### src/rtl/bf_control_if.sv
// Bus bundle between the brainfuck sequencer and its instruction ROM, data RAM, ALU and byte I/O.
// master = controller side, slave = memories/ALU/IO side.
interface bf_control_if #(
    parameter int WIDTH   = 8,
    parameter int IADDR_W = 10,
    parameter int DADDR_W = 8
);
    logic [IADDR_W-1:0] imem_addr;
    logic [7:0]         imem_data;
    logic [DADDR_W-1:0] dmem_addr;
    logic [WIDTH-1:0]   dmem_rdata;
    logic [WIDTH-1:0]   dmem_wdata;
    logic               dmem_we;
    logic [WIDTH-1:0]   alu_a;
    logic               alu_nochange;
    logic               alu_decrement;
    logic               alu_increment;
    logic [WIDTH-1:0]   alu_out;
    logic               out_valid;
    logic [WIDTH-1:0]   out_data;
    logic               out_ready;
    logic               in_valid;
    logic [WIDTH-1:0]   in_data;
    logic               in_ready;

    modport master (
        output imem_addr, dmem_addr, dmem_wdata, dmem_we, alu_a,
               alu_nochange, alu_decrement, alu_increment,
               out_valid, out_data, in_ready,
        input  imem_data, dmem_rdata, alu_out, out_ready, in_valid, in_data
    );

    modport slave (
        input  imem_addr, dmem_addr, dmem_wdata, dmem_we, alu_a,
               alu_nochange, alu_decrement, alu_increment,
               out_valid, out_data, in_ready,
        output imem_data, dmem_rdata, alu_out, out_ready, in_valid, in_data
    );
endinterface

### src/rtl/bf_control.sv
// Brainfuck instruction sequencer: fetch/decode/execute, pointer moves, bracket scanning
// with a depth counter, and valid/ready byte I/O.
module bf_control #(
    parameter int WIDTH   = 8,
    parameter int IADDR_W = 10,
    parameter int DADDR_W = 8,
    parameter int DEPTH_W = 8
) (
    input  logic         clk,
    input  logic         rst_n,
    input  logic         start,
    bf_control_if.master bus,
    output logic         busy,
    output logic         done,
    output logic         error
);
    localparam logic [3:0] S_IDLE     = 4'd0;
    localparam logic [3:0] S_FETCH    = 4'd1;
    localparam logic [3:0] S_DECODE   = 4'd2;
    localparam logic [3:0] S_EXEC     = 4'd3;
    localparam logic [3:0] S_OUT_WAIT = 4'd4;
    localparam logic [3:0] S_IN_WAIT  = 4'd5;
    localparam logic [3:0] S_SFETCH   = 4'd6;
    localparam logic [3:0] S_SCHECK   = 4'd7;
    localparam logic [3:0] S_HALT     = 4'd8;

    localparam logic [7:0] OP_RIGHT = 8'h3E;
    localparam logic [7:0] OP_LEFT  = 8'h3C;
    localparam logic [7:0] OP_INC   = 8'h2B;
    localparam logic [7:0] OP_DEC   = 8'h2D;
    localparam logic [7:0] OP_OUT   = 8'h2E;
    localparam logic [7:0] OP_IN    = 8'h2C;
    localparam logic [7:0] OP_OPEN  = 8'h5B;
    localparam logic [7:0] OP_CLOSE = 8'h5D;

    logic [3:0]         state_q, state_d;
    logic [IADDR_W-1:0] pc_q, pc_d;
    logic [DADDR_W-1:0] dp_q, dp_d;
    logic [DEPTH_W-1:0] depth_q, depth_d;
    logic               dir_q, dir_d;      // 0 = forward scan, 1 = backward scan
    logic [7:0]         op_q, op_d;
    logic [WIDTH-1:0]   out_q, out_d;
    logic               error_q, error_d;

    logic [IADDR_W:0]   pc_inc;
    logic               advance, retreat;
    logic [3:0]         adv_state;
    logic               nest, unnest;

    assign pc_inc = {1'b0, pc_q} + (IADDR_W+1)'(1);
    assign nest   = dir_q ? (bus.imem_data == OP_CLOSE) : (bus.imem_data == OP_OPEN);
    assign unnest = dir_q ? (bus.imem_data == OP_OPEN)  : (bus.imem_data == OP_CLOSE);

    always_comb begin
        state_d   = state_q;
        pc_d      = pc_q;
        dp_d      = dp_q;
        depth_d   = depth_q;
        dir_d     = dir_q;
        op_d      = op_q;
        out_d     = out_q;
        error_d   = error_q;
        advance   = 1'b0;
        retreat   = 1'b0;
        adv_state = S_FETCH;

        case (state_q)
            S_IDLE, S_HALT: begin
                if (start) begin
                    pc_d    = '0;
                    dp_d    = '0;
                    depth_d = '0;
                    error_d = 1'b0;
                    state_d = S_FETCH;
                end
            end
            S_FETCH: state_d = S_DECODE;
            S_DECODE: begin
                op_d = bus.imem_data;
                case (bus.imem_data)
                    OP_RIGHT: begin dp_d = dp_q + DADDR_W'(1); advance = 1'b1; end
                    OP_LEFT:  begin dp_d = dp_q - DADDR_W'(1); advance = 1'b1; end
                    8'h00:    state_d = S_HALT;
                    OP_INC, OP_DEC, OP_OUT, OP_IN, OP_OPEN, OP_CLOSE: state_d = S_EXEC;
                    default:  advance = 1'b1;
                endcase
            end
            S_EXEC: begin
                case (op_q)
                    OP_OUT: begin out_d = bus.dmem_rdata; state_d = S_OUT_WAIT; end
                    OP_IN:  state_d = S_IN_WAIT;
                    OP_OPEN: begin
                        advance = 1'b1;
                        if (bus.dmem_rdata == '0) begin
                            depth_d   = DEPTH_W'(1);
                            dir_d     = 1'b0;
                            adv_state = S_SCHECK - 4'd1;
                        end
                    end
                    OP_CLOSE: begin
                        if (bus.dmem_rdata == '0) begin
                            advance = 1'b1;
                        end else begin
                            depth_d = DEPTH_W'(1);
                            dir_d   = 1'b1;
                            retreat = 1'b1;
                        end
                    end
                    default: advance = 1'b1;
                endcase
            end
            S_OUT_WAIT: advance = bus.out_ready;
            S_IN_WAIT:  advance = bus.in_valid;
            S_SFETCH:   state_d = S_SCHECK;
            S_SCHECK: begin
                if (bus.imem_data == 8'h00 || (nest && depth_q == '1)) begin
                    error_d = 1'b1;
                    state_d = S_HALT;
                end else begin
                    if (nest)        depth_d = depth_q + DEPTH_W'(1);
                    else if (unnest) depth_d = depth_q - DEPTH_W'(1);
                    // Match resumes execution just past the partner bracket in either direction.
                    if (unnest && depth_q == DEPTH_W'(1)) advance = 1'b1;
                    else if (!dir_q) begin advance = 1'b1; adv_state = S_SFETCH; end
                    else             retreat = 1'b1;
                end
            end
            default: state_d = S_IDLE;
        endcase

        if (advance) begin
            if (pc_inc[IADDR_W]) begin
                error_d = 1'b1;
                state_d = S_HALT;
            end else begin
                pc_d    = pc_inc[IADDR_W-1:0];
                state_d = adv_state;
            end
        end
        if (retreat) begin
            if (pc_q == '0) begin
                error_d = 1'b1;
                state_d = S_HALT;
            end else begin
                pc_d    = pc_q - IADDR_W'(1);
                state_d = S_SFETCH;
            end
        end
    end

    always_ff @(posedge clk or negedge rst_n) begin
        if (!rst_n) begin
            state_q <= S_IDLE;
            pc_q    <= '0;
            dp_q    <= '0;
            depth_q <= '0;
            dir_q   <= 1'b0;
            op_q    <= '0;
            out_q   <= '0;
            error_q <= 1'b0;
        end else begin
            state_q <= state_d;
            pc_q    <= pc_d;
            dp_q    <= dp_d;
            depth_q <= depth_d;
            dir_q   <= dir_d;
            op_q    <= op_d;
            out_q   <= out_d;
            error_q <= error_d;
        end
    end

    // Handshake and ALU controls decode straight from state so reset drops them immediately.
    assign bus.imem_addr     = pc_q;
    assign bus.dmem_addr     = dp_q;
    assign bus.alu_a         = bus.dmem_rdata;
    assign bus.alu_increment = (state_q == S_EXEC) && (op_q == OP_INC);
    assign bus.alu_decrement = (state_q == S_EXEC) && (op_q == OP_DEC);
    assign bus.alu_nochange  = !(bus.alu_increment || bus.alu_decrement);
    assign bus.dmem_we       = bus.alu_increment || bus.alu_decrement ||
                               ((state_q == S_IN_WAIT) && bus.in_valid);
    assign bus.dmem_wdata    = !bus.dmem_we ? '0 :
                               (state_q == S_IN_WAIT) ? bus.in_data : bus.alu_out;
    assign bus.out_valid     = (state_q == S_OUT_WAIT);
    assign bus.out_data      = out_q;
    assign bus.in_ready      = (state_q == S_IN_WAIT);

    assign busy  = (state_q != S_IDLE) && (state_q != S_HALT);
    assign done  = (state_q == S_HALT);
    assign error = error_q;
endmodule

### src/flat_wrapper.sv
// flat-port wrapper written by rule: the top's interface ports become plain ports
module bf_control_flat 
#(
    parameter int WIDTH   = 8,
    parameter int IADDR_W = 10,
    parameter int DADDR_W = 8,
    parameter int DEPTH_W = 8
)
  (clk, rst_n, start, busy, done, error, bus_imem_addr, bus_dmem_addr, bus_dmem_wdata, bus_dmem_we, bus_alu_a, bus_alu_nochange, bus_alu_decrement, bus_alu_increment, bus_out_valid, bus_out_data, bus_in_ready, bus_imem_data, bus_dmem_rdata, bus_alu_out, bus_out_ready, bus_in_valid, bus_in_data);
  bf_control_if #(.WIDTH(WIDTH), .IADDR_W(IADDR_W), .DADDR_W(DADDR_W)) bus_i ();
  input  logic clk;
  input  logic rst_n;
  input  logic start;
  output logic busy;
  output logic done;
  output logic error;
  output wire logic [$bits(bus_i.imem_addr)-1:0] bus_imem_addr;
  output wire logic [$bits(bus_i.dmem_addr)-1:0] bus_dmem_addr;
  output wire logic [$bits(bus_i.dmem_wdata)-1:0] bus_dmem_wdata;
  output wire logic [$bits(bus_i.dmem_we)-1:0] bus_dmem_we;
  output wire logic [$bits(bus_i.alu_a)-1:0] bus_alu_a;
  output wire logic [$bits(bus_i.alu_nochange)-1:0] bus_alu_nochange;
  output wire logic [$bits(bus_i.alu_decrement)-1:0] bus_alu_decrement;
  output wire logic [$bits(bus_i.alu_increment)-1:0] bus_alu_increment;
  output wire logic [$bits(bus_i.out_valid)-1:0] bus_out_valid;
  output wire logic [$bits(bus_i.out_data)-1:0] bus_out_data;
  output wire logic [$bits(bus_i.in_ready)-1:0] bus_in_ready;
  input wire logic [$bits(bus_i.imem_data)-1:0] bus_imem_data;
  input wire logic [$bits(bus_i.dmem_rdata)-1:0] bus_dmem_rdata;
  input wire logic [$bits(bus_i.alu_out)-1:0] bus_alu_out;
  input wire logic [$bits(bus_i.out_ready)-1:0] bus_out_ready;
  input wire logic [$bits(bus_i.in_valid)-1:0] bus_in_valid;
  input wire logic [$bits(bus_i.in_data)-1:0] bus_in_data;
  assign bus_imem_addr = bus_i.imem_addr;
  assign bus_dmem_addr = bus_i.dmem_addr;
  assign bus_dmem_wdata = bus_i.dmem_wdata;
  assign bus_dmem_we = bus_i.dmem_we;
  assign bus_alu_a = bus_i.alu_a;
  assign bus_alu_nochange = bus_i.alu_nochange;
  assign bus_alu_decrement = bus_i.alu_decrement;
  assign bus_alu_increment = bus_i.alu_increment;
  assign bus_out_valid = bus_i.out_valid;
  assign bus_out_data = bus_i.out_data;
  assign bus_in_ready = bus_i.in_ready;
  assign bus_i.imem_data = bus_imem_data;
  assign bus_i.dmem_rdata = bus_dmem_rdata;
  assign bus_i.alu_out = bus_alu_out;
  assign bus_i.out_ready = bus_out_ready;
  assign bus_i.in_valid = bus_in_valid;
  assign bus_i.in_data = bus_in_data;
  bf_control #(.WIDTH(WIDTH), .IADDR_W(IADDR_W), .DADDR_W(DADDR_W), .DEPTH_W(DEPTH_W)) u_core (.clk(clk), .rst_n(rst_n), .start(start), .bus(bus_i), .busy(busy), .done(done), .error(error));
endmodule
### config.mk
export PLATFORM = sky130hd
export DESIGN_NAME = bf_control_flat
export DESIGN_NICKNAME = d
export VERILOG_FILES = /design/src/rtl/bf_control_if.sv /design/src/rtl/bf_control.sv /design/src/flat_wrapper.sv
export SDC_FILE = /design/constraint.sdc
export NUM_CORES = 1
export LEC_CHECK = 0
export ABC_CLOCK_PERIOD_IN_PS = 6900
export CORE_ASPECT_RATIO = 1.4
export CORE_MARGIN = 3
export CORE_UTILIZATION = 30
export CTS_CLUSTER_DIAMETER = 50
export DETAILED_ROUTE_END_ITERATION = 16
export GPL_ROUTABILITY_DRIVEN = 0
export SYNTH_ARGS = -nofsm -noshare
export SYNTH_HDL_FRONTEND = slang
export SYNTH_SLANG_ARGS = --single-unit
export TNS_END_PERCENT = 10
### constraint.sdc
create_clock -name clk -period 6.9 [get_ports clk]
set_clock_uncertainty 0.2 [all_clocks]
set_input_delay 1.035 -clock clk [delete_from_list [all_inputs] [get_ports clk]]
set_output_delay 1.035 -clock clk [all_outputs]
set_load 0.02 [all_outputs]
# Word-level counts from Yosys, hierarchy flattened
# Index checks and enable logic that the tools add are counted.
# totals
regBits,48
in_bits,37
out_inout_bits,51
word_cells,139
# op_classes
addsub,6
eq_ne,39
mux,58
n_reduce_logical,28
# op_table
cell,n
8-bit by 6-bit == test with 1-bit output (second input constant),10
8-bit two-way mux,8
10-bit two-way mux,6
8-bit case mux with 2 select lines,3
4-bit two-way mux,9
8-bit by 7-bit == test with 1-bit output (second input constant),4
4-bit case mux with 7 select lines,1
4-bit case mux with 2 select lines,3
8-bit case mux with 3 select lines,1
1-bit two-way mux,20
8-bit by 1-bit adder with 8-bit output (second input constant),2
4-bit by 3-bit == test with 1-bit output (second input constant),4
8-bit logical NOT,2
8-bit by 1-bit subtractor with 8-bit output (second input constant),2
10-bit by 1-bit adder with 11-bit output (second input constant),1
10-bit logical NOT,1
10-bit by 1-bit subtractor with 10-bit output (second input constant),1
3-bit != test (second input constant),3
4-bit by 2-bit == test with 1-bit output (second input constant),2
8-bit by 1-bit == test with 1-bit output (second input constant),1
8-bit == test (second input constant),1
1-bit case mux with 2 select lines,4
7-bit AND reduction,1
7-bit OR reduction,1
other kinds (26),40

# Logic depth before layout (Yosys ltp)
# logic_depth
word_depth,10
depth_mapped,11

# Worst setup path after synthesis
# Ideal clock, no wire load.
# synth_path
kind,input port to flip-flop
startpoint,in bus_imem_data[7]
endpoint,reg u_core.dp_q[7] (netlist: u_core.bus.dmem_addr[7])
arrival_time_ns,4.366
required_ns,6.605
slack_ns,2.239
stages,11
path_buffers,0
path_cell_list,nand3b_1 > or4b_1 > nor3b_1 > ha_1 > a21o_1 > a21oi_1 > o21bai_1 > a2111oi_0 > nor2_1 > xor2_1 > o31ai_1
# synth_via
elab_chain_len,3
# synth_rtl
element,line,rtl
from (decl),flat_wrapper.sv:28,input wire logic [$bits(bus_i.imem_data)-1:0] bus_imem_data;
8-bit by 6-bit == test with 1-bit output,bf_control.sv:80,case (bus.imem_data)
8-bit case mux with 2 select lines or 3-bit != test (tied branches),n/a,
8-bit case mux with 2 select lines or 3-bit AND reduction (tied branches),n/a,
to (signal assigned),bf_control.sv:164,dp_q <= dp_d;
to (decl),bf_control.sv:38,"logic [DADDR_W-1:0] dp_q, dp_d;"
# Several ways; a longest one is shown, not always the timed one.
# A chain may end at the register's enable or synchronous reset.

# Worst setup path after layout
# layout_path
startpoint,in bus_imem_data[4]
endpoint,reg u_core.dp_q[7] (netlist: u_core.bus.dmem_addr[7])
# The elaborated chain is that of the path after synthesis.

==> results.tsv <==
metric	value	unit
worst min path class	register to register	
Worst Setup End Kind	register	
vias post-DR	3290	
clock-pin slew on the worst setup and hold paths	0.07	ns
final period utilization	0.670	
1st-iter DRT viols	122	
leakage	1.81	nW
Final setup violation count	0	
Area growth, synth to finish	32.8	%
Main synth FF type	dfrtp_1	
cts repair resizes	0	
Final Cell Area	4630	sq um
Critical Path Max Stage Delay	0.68	ns
Comb pwr share	0.438	
layout cells sized above 1	0.0981	
setup tns final	0	ns
Fmax	216	MHz
Syn Inst Count	395	
crit path cell chain	clkdlybuf4s50_1 -> nand3b_1 -> or4b_1 -> nor3b_1 -> buf_4 -> ha_1 -> a21o_1 -> a21oi_1 -> o21bai_1 -> a2111oi_0 -> nor3_1 -> nor3b_1 -> o31ai_1	
Initial Util	0.308	
Worst path top cell family by delay	simple AND/OR/NAND/NOR gates	
switching share of total power	0.405	
vias in the first global route	3319	
Syn Nets	444	
Internal Pwr Total	0.822	mW
mapped cell area	3490	sq um
final WL	9710	um
clock root buffer	clkbuf_16	
core footprint	11300	sq um
largest net degree at the start of global routing	49	
CP Data Arrival Time	4.59	ns
flop and latch count out of synthesis	48	
Worst-Margin Slew	0.992	ns
post-synth cell types	74	
EDFF count, synth	0	
Post-DP HPWL	7330	um
Max VDD drop	0.211	mV
CTS sink cnt	48	
CP max FO	10	
global-route wire length before repair	16400	um
GRT overflow	0	
normalized max-slew margin	0.335	
pwr dens	298	nW/um^2
final net count	517	
ANT nets after route	0	
Worst EP required	6.87	ns
die height	134	um
die area	13000	sq um
RSZ-0062 raised after global routing	false	
antenna violations before repair	0	
synth warn	0	
critical path class	input port to register	
startpoint class of the critical path	input port	
status	complete, no violations	
I/O Pins	88	
Cell Rows	46	
worst skew pair latency	0.29	ns
most used cell, CP	nor3b_1	
diode count	0	
Buf/Inv on CP	2	
Buffers on Ports	87	
asr flop ratio synth	1.00	
total CTS buffers	5	
first-pass detailed-route iteration total	4	
sequential share of power	0.328	
NetSw	0.560	mW
Hold Vio Cnt, Final	0	
Clk pwr share	0.233	
Die Wd	97.2	um
residual DRC count	0	
Post-Place Cell Area	4440	sq um
cts hold-fix bufs	0	
most common cell after layout, fill and taps aside	clkdlybuf4s50_1	
CTS tree	yes	
sequential area share after synthesis	0.344	
total track usage	0.150	
non-filler instance count after layout	613	
fin crit period	4.62	ns
placed cells	605	
Max-cap violations	0	
most frequent cells in the layout	clkdlybuf4s50_1, dfrtp_1, nand2_1, nor2_1, nand3_1	
H-Tree Depth	2	
DR vias/cell	5.37	
Max Slew Vio Count	0	
Longest Clk Path Bufs	2	
setup bufs post-CTS	0	
average wire per standard cell	15.8	um
Crit-path slowest cell	a2111oi_0	
average size of a mapped cell	8.84	sq um
==> per-stage QoR <==
step | hold slack [ns] | utilization | power, mW | setup slack, ns
2_1_floorplan | 0.287 | - | 0.850 | 2.24
5_1_grt | 0.322 | 0.409 | 1.49 | 1.92
3_3_place_gp | 0.290 | 0.392 | 1.05 | 2.05
3_5_place_dp | 0.296 | 0.392 | 1.06 | 1.98
6_report | 0.307 | 0.409 | 1.38 | 2.28
4_1_cts | 0.313 | 0.409 | 1.39 | 2.27
==> cell usage after synthesis (4+ instances only) <==
cell / count / area share
dfrtp_1: 48 / 0.34
nand2_1: 38 / 0.041
nor2_1: 33 / 0.035
nand3_1: 22 / 0.032
a21oi_1: 20 / 0.029
o21ai_0: 17 / 0.024
inv_1: 16 / 0.017
mux2_2: 15 / 0.048
ha_1: 11 / 0.039
nor4_1: 11 / 0.020
xnor2_1: 10 / 0.025
clkbuf_1: 9 / 0.0097
buf_4: 8 / 0.017
nor3_1: 8 / 0.011
a31oi_1: 6 / 0.011
mux2i_1: 6 / 0.017
nand4_1: 6 / 0.011
xor2_1: 6 / 0.015
and3_1: 5 / 0.0090
or2_2: 5 / 0.0090
nand3b_1: 4 / 0.0086
nor4b_1: 4 / 0.010
o21bai_1: 4 / 0.0086
or4b_1: 4 / 0.011
==> power by group through the flow <==
| stage | clock, mW | sequential [mW] | combinational, mW |
|---|---|---|---|
| final | 0.323 | 0.454 | 0.606 |
| after global routing | 0.342 | 0.471 | 0.674 |
| after CTS | 0.331 | 0.452 | 0.610 |
| after detailed placement | 0 | 0.457 | 0.606 |
| after global placement | 0 | 0.456 | 0.599 |
| after floorplan | 0 | 0.434 | 0.416 |
==> sequential cells by signal, summed over array words and instances, names as in the netlist <==
register	cells
u_core.bus.dmem_addr	8
u_core.bus.imem_addr	10
u_core.bus.out_data	8
u_core.depth_q	8
u_core.dir_q	1
u_core.error	1
u_core.op_q	8
u_core.state_q	4
==> area by class of cell <==
type                       instances  area [sq um]
tap                              144           180
timing repair buffer              90           888
sequential                        48          1200
fill                            1116          6700
inverter                          17          63.8
multi-input combinational        306          2110
clock inverter                     3          68.8
clock buffer                       5           125
==> logic make-up (layout without fill, tap and decap cells) <==
group	count (synthesis)	after routing	synth area share
DFF	48	48	0.344
xor gates and xnor gates	16	16	0.0401
and+or+nand+nor	166	166	0.260
AOI/OAI and AO/OA	91	91	0.191
adders and majority gates	12	12	0.0452
muxes	21	21	0.0656
buffers and inverters	41	115	0.0541
==> worst paths after layout <==
kind	startpoint	endpoint	slack [ns]	depth (start not counted)
min in group asynchronous	rst_n	u_core.bus.imem_addr[7]	0.64	2
setup / recovery	bus_imem_data[4]	u_core.bus.dmem_addr[7]	2.28	13
max in group asynchronous	rst_n	u_core.op_q[2]	5.41	2
hold / removal	u_core.bus.out_data[7]	u_core.bus.out_data[7]	0.31	1
setup reg to reg	u_core.dir_q	u_core.state_q[3]	3.75	7
hold reg to reg	u_core.bus.out_data[7]	u_core.bus.out_data[7]	0.31	1
==> worst register-to-register path: cells and delay by family (launching register included) <==
family	cells	cell delay, ns
DFF	1	0.41
and+or+nand+nor	3	1.29
AOI/OAI and AO/OA	4	1.17
==> metal layers <==
layer / vias to the layer above / wire length [um] / track usage
met5: - / 0 / 0
li1: 1600 / - / -
met4: 0 / 222 / 0.0609
met2: 105 / 4770 / 0.254
met1: 1571 / 4210 / 0.190
met3: 14 / 508 / 0.0241
(Power assumes the default switching activity.)
